[src/rtl/uart_rx.sv]
// rtl/uart_rx.sv - 8N1 UART receiver with start-edge re-phased bit timing
// Optional 8E1 parity check enabled by defining UART_RX_PARITY_EN.
module uart_rx #(
    parameter int CLKS_PER_BIT = 834,
    parameter int CNT_W        = $clog2(CLKS_PER_BIT)
) (
    input  logic       clk,
    input  logic       reset_n,
    input  logic       rx,
    output logic [7:0] rx_data,
    output logic       rx_valid,
    output logic       frame_err,
    output logic       busy
`ifdef UART_RX_PARITY_EN
    ,
    output logic       parity_err
`endif
);

    typedef enum logic [2:0] {
        S_IDLE,
        S_START,
        S_DATA,
        S_PARITY,
        S_STOP
    } state_t;

    localparam logic [CNT_W-1:0] HALF_M1 = CNT_W'(CLKS_PER_BIT / 2 - 1);
    localparam logic [CNT_W-1:0] FULL_M1 = CNT_W'(CLKS_PER_BIT - 1);

    logic [1:0]       sync_q, sync_d;
    state_t           state_q, state_d;
    logic             armed_q, armed_d;
    logic [CNT_W-1:0] cnt_q, cnt_d;
    logic [2:0]       bit_idx_q, bit_idx_d;
    logic [7:0]       shreg_q, shreg_d;
    logic [7:0]       rx_data_q, rx_data_d;
    logic             rx_valid_q, rx_valid_d;
    logic             frame_err_q, frame_err_d;
`ifdef UART_RX_PARITY_EN
    logic             par_bit_q, par_bit_d;
    logic             parity_err_q, parity_err_d;
`endif

    logic rx_s;
    assign rx_s = sync_q[1];

    always_comb begin
        sync_d      = {sync_q[0], rx};
        state_d     = state_q;
        armed_d     = armed_q;
        cnt_d       = cnt_q;
        bit_idx_d   = bit_idx_q;
        shreg_d     = shreg_q;
        rx_data_d   = rx_data_q;
        rx_valid_d  = 1'b0;
        frame_err_d = frame_err_q;
`ifdef UART_RX_PARITY_EN
        par_bit_d    = par_bit_q;
        parity_err_d = parity_err_q;
`endif
        case (state_q)
            S_IDLE: begin
                // A low line only starts a frame once it has been seen high since the last framing error.
                if (rx_s) begin
                    armed_d = 1'b1;
                end else if (armed_q) begin
                    state_d   = S_START;
                    cnt_d     = '0;
                    bit_idx_d = '0;
                end
            end
            S_START: begin
                if (cnt_q == HALF_M1) begin
                    cnt_d     = '0;
                    bit_idx_d = '0;
                    state_d   = rx_s ? S_IDLE : S_DATA;
                end else begin
                    cnt_d = cnt_q + CNT_W'(1);
                end
            end
            S_DATA: begin
                if (cnt_q == FULL_M1) begin
                    shreg_d   = {rx_s, shreg_q[7:1]};
                    cnt_d     = '0;
                    bit_idx_d = bit_idx_q + 3'd1;
                    if (bit_idx_q == 3'd7) begin
                        bit_idx_d = '0;
`ifdef UART_RX_PARITY_EN
                        state_d   = S_PARITY;
`else
                        state_d   = S_STOP;
`endif
                    end
                end else begin
                    cnt_d = cnt_q + CNT_W'(1);
                end
            end
`ifdef UART_RX_PARITY_EN
            S_PARITY: begin
                if (cnt_q == FULL_M1) begin
                    par_bit_d = rx_s;
                    cnt_d     = '0;
                    state_d   = S_STOP;
                end else begin
                    cnt_d = cnt_q + CNT_W'(1);
                end
            end
`endif
            S_STOP: begin
                // Leave at mid-stop so a short stop bit cannot hide the next start edge.
                if (cnt_q == FULL_M1) begin
                    rx_data_d   = shreg_q;
                    frame_err_d = ~rx_s;
                    rx_valid_d  = 1'b1;
                    armed_d     = rx_s;
                    cnt_d       = '0;
                    state_d     = S_IDLE;
`ifdef UART_RX_PARITY_EN
                    parity_err_d = (^shreg_q) ^ par_bit_q;
`endif
                end else begin
                    cnt_d = cnt_q + CNT_W'(1);
                end
            end
            default: begin
                state_d   = S_IDLE;
                cnt_d     = '0;
                bit_idx_d = '0;
            end
        endcase
    end

    always_ff @(posedge clk or negedge reset_n) begin
        if (!reset_n) begin
            sync_q      <= 2'b11;
            state_q     <= S_IDLE;
            armed_q     <= 1'b1;
            cnt_q       <= '0;
            bit_idx_q   <= '0;
            shreg_q     <= '0;
            rx_data_q   <= '0;
            rx_valid_q  <= 1'b0;
            frame_err_q <= 1'b0;
`ifdef UART_RX_PARITY_EN
            par_bit_q    <= 1'b0;
            parity_err_q <= 1'b0;
`endif
        end else begin
            sync_q      <= sync_d;
            state_q     <= state_d;
            armed_q     <= armed_d;
            cnt_q       <= cnt_d;
            bit_idx_q   <= bit_idx_d;
            shreg_q     <= shreg_d;
            rx_data_q   <= rx_data_d;
            rx_valid_q  <= rx_valid_d;
            frame_err_q <= frame_err_d;
`ifdef UART_RX_PARITY_EN
            par_bit_q    <= par_bit_d;
            parity_err_q <= parity_err_d;
`endif
        end
    end

    assign rx_data   = rx_data_q;
    assign rx_valid  = rx_valid_q;
    assign frame_err = frame_err_q;
    assign busy      = (state_q != S_IDLE);
`ifdef UART_RX_PARITY_EN
    assign parity_err = parity_err_q;
`endif

endmodule
[config.mk]
export PLATFORM = sky130hd
export DESIGN_NAME = uart_rx
export DESIGN_NICKNAME = d
export VERILOG_FILES = /design/src/rtl/uart_rx.sv
export SDC_FILE = /design/constraint.sdc
export NUM_CORES = 1
export LEC_CHECK = 0
export ABC_AREA = 1
export CAP_MARGIN = 20
export CORE_MARGIN = 3
export CORE_UTILIZATION = 40
export CTS_BUF_LIST = sky130_fd_sc_hd__clkbuf_4 sky130_fd_sc_hd__clkbuf_8
export DETAILED_ROUTE_END_ITERATION = 8
export HOLD_SLACK_MARGIN = 0.06
export PLACE_DENSITY = 0.64
export SYNTH_ARGS = -nofsm -noshare
export SYNTH_HDL_FRONTEND = slang
export SYNTH_SLANG_ARGS = --single-unit
[constraint.sdc]
create_clock -name clk -period 4.6 [get_ports clk]
set_clock_uncertainty 0.15 [all_clocks]
set_input_delay 0.46 -clock clk [delete_from_list [all_inputs] [get_ports clk]]
set_output_delay 0.46 -clock clk [all_outputs]
set_load 0.02 [all_outputs]
After elaboration in Yosys (flattened, before gate mapping)

Index checks and enable logic that the tools add are counted.

Bits in registers: 37
Input port bits: 3
Word-level logic and storage cells: 60

$add $sub $neg: 2
Equality and inequality tests: 13
Muxes and demuxes: 24
Bitwise gates (word level): 2
Reductions and logical operators: 10

Operators with widths:

| operator                | number |
|---|---|
| $mux W10                | 4 |
| $mux W3                 | 11 |
| $pmux W10 S3            | 1 |
| $pmux W3 S4             | 2 |
| $ne A2 B2 Y1 const B    | 7 |
| $add A10 B1 Y10 const B | 1 |
| $eq A10 B10 Y1 const B  | 1 |
| $eq A10 B9 Y1 const B   | 1 |
| $eq A3 B3 Y1 const B    | 2 |
| $reduce_and A2 Y1       | 3 |
| $reduce_and A6 Y1       | 1 |
| $reduce_and A5 Y1       | 1 |
| $mux W1                 | 4 |
| $add A3 B1 Y3 const B   | 1 |
| $eq A3 B1 Y1 const B    | 1 |
| $eq A3 B2 Y1 const B    | 1 |
| $logic_not A3 Y1        | 1 |
| $reduce_and A3 Y1       | 1 |
| $reduce_bool A3 Y1      | 1 |
| $mux W2                 | 1 |
| $not A1 Y1              | 2 |
| $pmux W1 S2             | 1 |
| $reduce_bool A2 Y1      | 1 |
| $reduce_or A2 Y1        | 1 |

Logic depth before layout (Yosys ltp)

Depth after elaboration: 4
Depth in mapped cells: 10
Gate-level depth less buffers: 9

Worst setup path before layout

OpenSTA, ideal clock, no wires.

Path kind: register -> register
Start point: reg cnt_q[1]
End point: reg rx_data_q[6] (netlist: rx_data[6])
Setup time: 0.117 ns
Arrival time: 1.372 ns
Required time: 4.333 ns
Path slack: 2.961 ns
Stages on the path, launching flop included: 11
Buffers on the path: 1
Clock period less this slack: 1.639 ns
Cells stage by stage: dfrtp_1 -> inv_1 -> ha_1 -> inv_1 -> nor2_1 -> nand4_4 -> nor2_4 -> inv_4 -> buf_6 -> nand2_2 -> o21ai_2

Longest elaborated chain between the ends: 2

Ends and longest elaborated chain:

| element                            | RTL line | RTL |
|---|---|---|
| start, declared                    | 34       | `logic [CNT_W-1:0] cnt_q, cnt_d;` |
| start signal, assigned             | 153      | `cnt_q <= cnt_d;` |
| $eq A10 B10 Y1                     | 112      | `if (cnt_q == FULL_M1) begin` |
| $reduce_and A2 Y1 (no source line) | --       |  |
| end signal, assigned               | 156      | `rx_data_q <= rx_data_d;` |
| end, declared                      | 37       | `logic [7:0] rx_data_q, rx_data_d;` |

No other way between the ends.
A chain may end at the register's enable or synchronous reset.

Worst setup path after layout

Start point: reg state_q[1]
End point: out busy

Longest elaborated chain between the ends: 1

Ends and longest elaborated chain:

| element                | RTL line | RTL |
|---|---|---|
| start, declared        | 32       | `state_t state_q, state_d;` |
| start signal, assigned | 151      | `state_q <= state_d;` |
| $reduce_bool A3 Y1     | 169      | `assign busy = (state_q != S_IDLE);` |
| end, declared          | 13       | `output logic busy` |

No other way between the ends.

==> results.tsv <==
metric	value	unit
status	finished, final reports clean	
clock power share	30.8	%
drt total wl	3550	um
Clk pin slew, worst setup/hold paths	0.08	ns
setup_tns	0	ns
Sw Share	35.1	%
vias in the first global route	1327	
Final GP Congestion	0.837	
Worst slew margin	45.2	%
WL met2	1640	um
Clock Sinks	37	
H-tree Lvls	2	
slowest cell delay on critical path	0.56	ns
layout cell share with drive strength beyond 1	10.7	%
Worst EP arrival	1.56	ns
largest area contributor in the netlist	dfrtp_1	
syn_area_per_cell	8.07	um2
Worst EP required	3.99	ns
Tightest Hold Check Type	in -> async	
Core ar.	4440	um2
WL met1	1730	um
P_sw	322	uW
Crit Path Class	reg -> out	
mux cell area share after synthesis	0	%
Slew Viols, Final	0	
Power Dens Cells	425	nW/um2
post-synthesis sequential area ratio	49.2	%
Worst Tran Pin Value	0.822	ns
LEAKAGE	1.07	nW
CTS tree	done	
vias after detailed routing	1446	
Bufs and invs on worst path	1	
GRT Overall Usage	13.9	%
nets	259	
final core occ	48.7	%
Synth Area in Compound Gates	8.28	%
Max VDD drop	233	uV
TritonCTS Buffers	5	
unrepaired setup endpoints after global routing	no	
crit start category	flip-flop	
area share of the largest cell type after synthesis	45.0	%
pin count of the biggest net entering global routing	38	
Netlist cell types	22	
Post-Synth Adder-Cell Area	3.31	%
most frequent cells in the layout	nand2_1, inv_1, dfrtp_1, nor2_1, nand3_1	
number of remaining DRC errors	0	
Cell Chain, Critical Path	nor2_1 -> nand2_1 -> clkdlybuf4s50_1	
die height	74.7	um
DPL Wire Length	2560	um
Avg WL per Cell	11.7	um
register bit total from synthesis	37	
met3 routed WL	134	um
crit-path max FO	4	
Post-CTS Setup Repair Bufs	0	
Tmin final	2.17	ns
first-pass GRT wire length	5910	um
final setup fails	0	
synth top area cells	dfrtp_1, nand2_1, inv_1	
Mapped Nets	242	
Mapped Area	1890	um2
Rows	24	
Root Driver	clkbuf_8	
# IOs	14	
1st-pass router iterations	4	
XOR/XNOR share of the synthesized area	0.464	%
synth warn	0	
post-place setup slack	2.73	ns
commonest non-fill, non-tap cell in the layout	nand2_1	
cts hold-fix bufs	0	
Syn-to-layout area delta	14.5	%
Die Wd	74.7	um
Comb pwr share	27.6	%
post-CTS sizing	0	
fin crit share	47.1	%
Pint	597	uW
Worst setup EP type	output port	
1st-iter DRT viols	66	
Longest Clk Path Bufs	2	
Crit-path slowest cell	clkdlybuf4s50_1	
Flop pwr share	41.6	%
Setup WS post-layout	2.43	ns
fmax	462	MHz
CP top delay family	buffers and inverters	
clk_lat worst skew	0.29	ns
input/output buffers	13	
Pwr Total	918	uW
post-synthesis instance total	234	
post-route ant nets	0	
simple-gate share of the synthesized area	29.6	%
largest family of logic cells by synthesized area	simple AND/OR/NAND/NOR gates	
Max-Cap Viols	0	
ANT cells	0	
vias per cell	4.76	
initial antenna violation count	0	
DIE AREA	5580	um2
total grt overflow	0	
uppermost layer routed	met4	
Starting Density	42.5	%
Final Hold Fails	0	
## kinds of logic after synthesis
family	after synthesis
buffers and inverters	41
flip-flops	37
XOR/XNOR	1
AO/OA/AOI/OAI	25
AND/OR/NAND/NOR	125
adder cells (fa/ha/maj)	5
## worst paths after layout
check	start	to	slack, ns	cells after the start
min in group clk	sync_q[0]	sync_q[1]	0.21	0
min	reset_n	rx_data[1]	0.11	1
min reg2reg	sync_q[0]	sync_q[1]	0.21	0
max in group asynchronous	reset_n	shreg_q[5]	3.66	1
max reg2reg	armed_q	bit_idx_q[1]	2.72	7
max	state_q[1]	busy	2.43	3
## per-layer routing
layer	global-route usage (%)	vias to the layer above
met1	18.8	643
li1	-	771
met5	0	-
met2	20.6	28
met4	5.93	0
met3	4.54	4
## power by group through the flow
stage	clock (mW)	combinational, mW	sequential, mW
2_1_floorplan	0	0.188	0.381
3_3_place_gp	0	0.250	0.386
3_5_place_dp	0	0.254	0.387
4_1_cts	0.294	0.255	0.381
5_1_grt	0.305	0.290	0.385
6_report	0.283	0.254	0.382
## final cells by class
class	instances	area, um2
inverters	38	145
repair buffers	13	125
clock inverters	2	35.0
well taps	52	65.1
fillers	444	2280
clock buffers	6	76.3
multi-input cells	156	787
flip-flops and latches	37	930
## metrics by stage
| step | cell area, um2 | hold slack (ns) | instances |
|---|---|---|---|
| finish | 2160 | 0.107 | 304 |
| global route | 2160 | 0.160 | 304 |
| CTS | 2160 | 0.136 | 304 |
| detailed placement | 2050 | 0.199 | 296 |
| global placement | 2050 | 0.197 | 296 |
| floorplan | 1890 | 0.0144 | 234 |
## Yosys cell counts, drive strengths merged
| cell | count |
|---|---|
| nand2 | 72 |
| inv | 38 |
| dfrtp | 34 |
| nor2 | 25 |
| o21ai | 23 |
| nand3 | 14 |
| nand4 | 11 |
| ha | 5 |
| buf | 3 |
| dfstp | 3 |
| nor3 | 2 |
| and2 | 1 |
| o211ai | 1 |
| o21bai | 1 |
| xor2 | 1 |
## registers in the layout (all words and copies together) (netlist names)
name,cells
rx_valid,1
state_q,3
cnt_q,10
armed_q,1
frame_err,1
shreg_q,8
bit_idx_q,3
rx_data,8
sync_q,2
(Power assumes the default switching activity.)
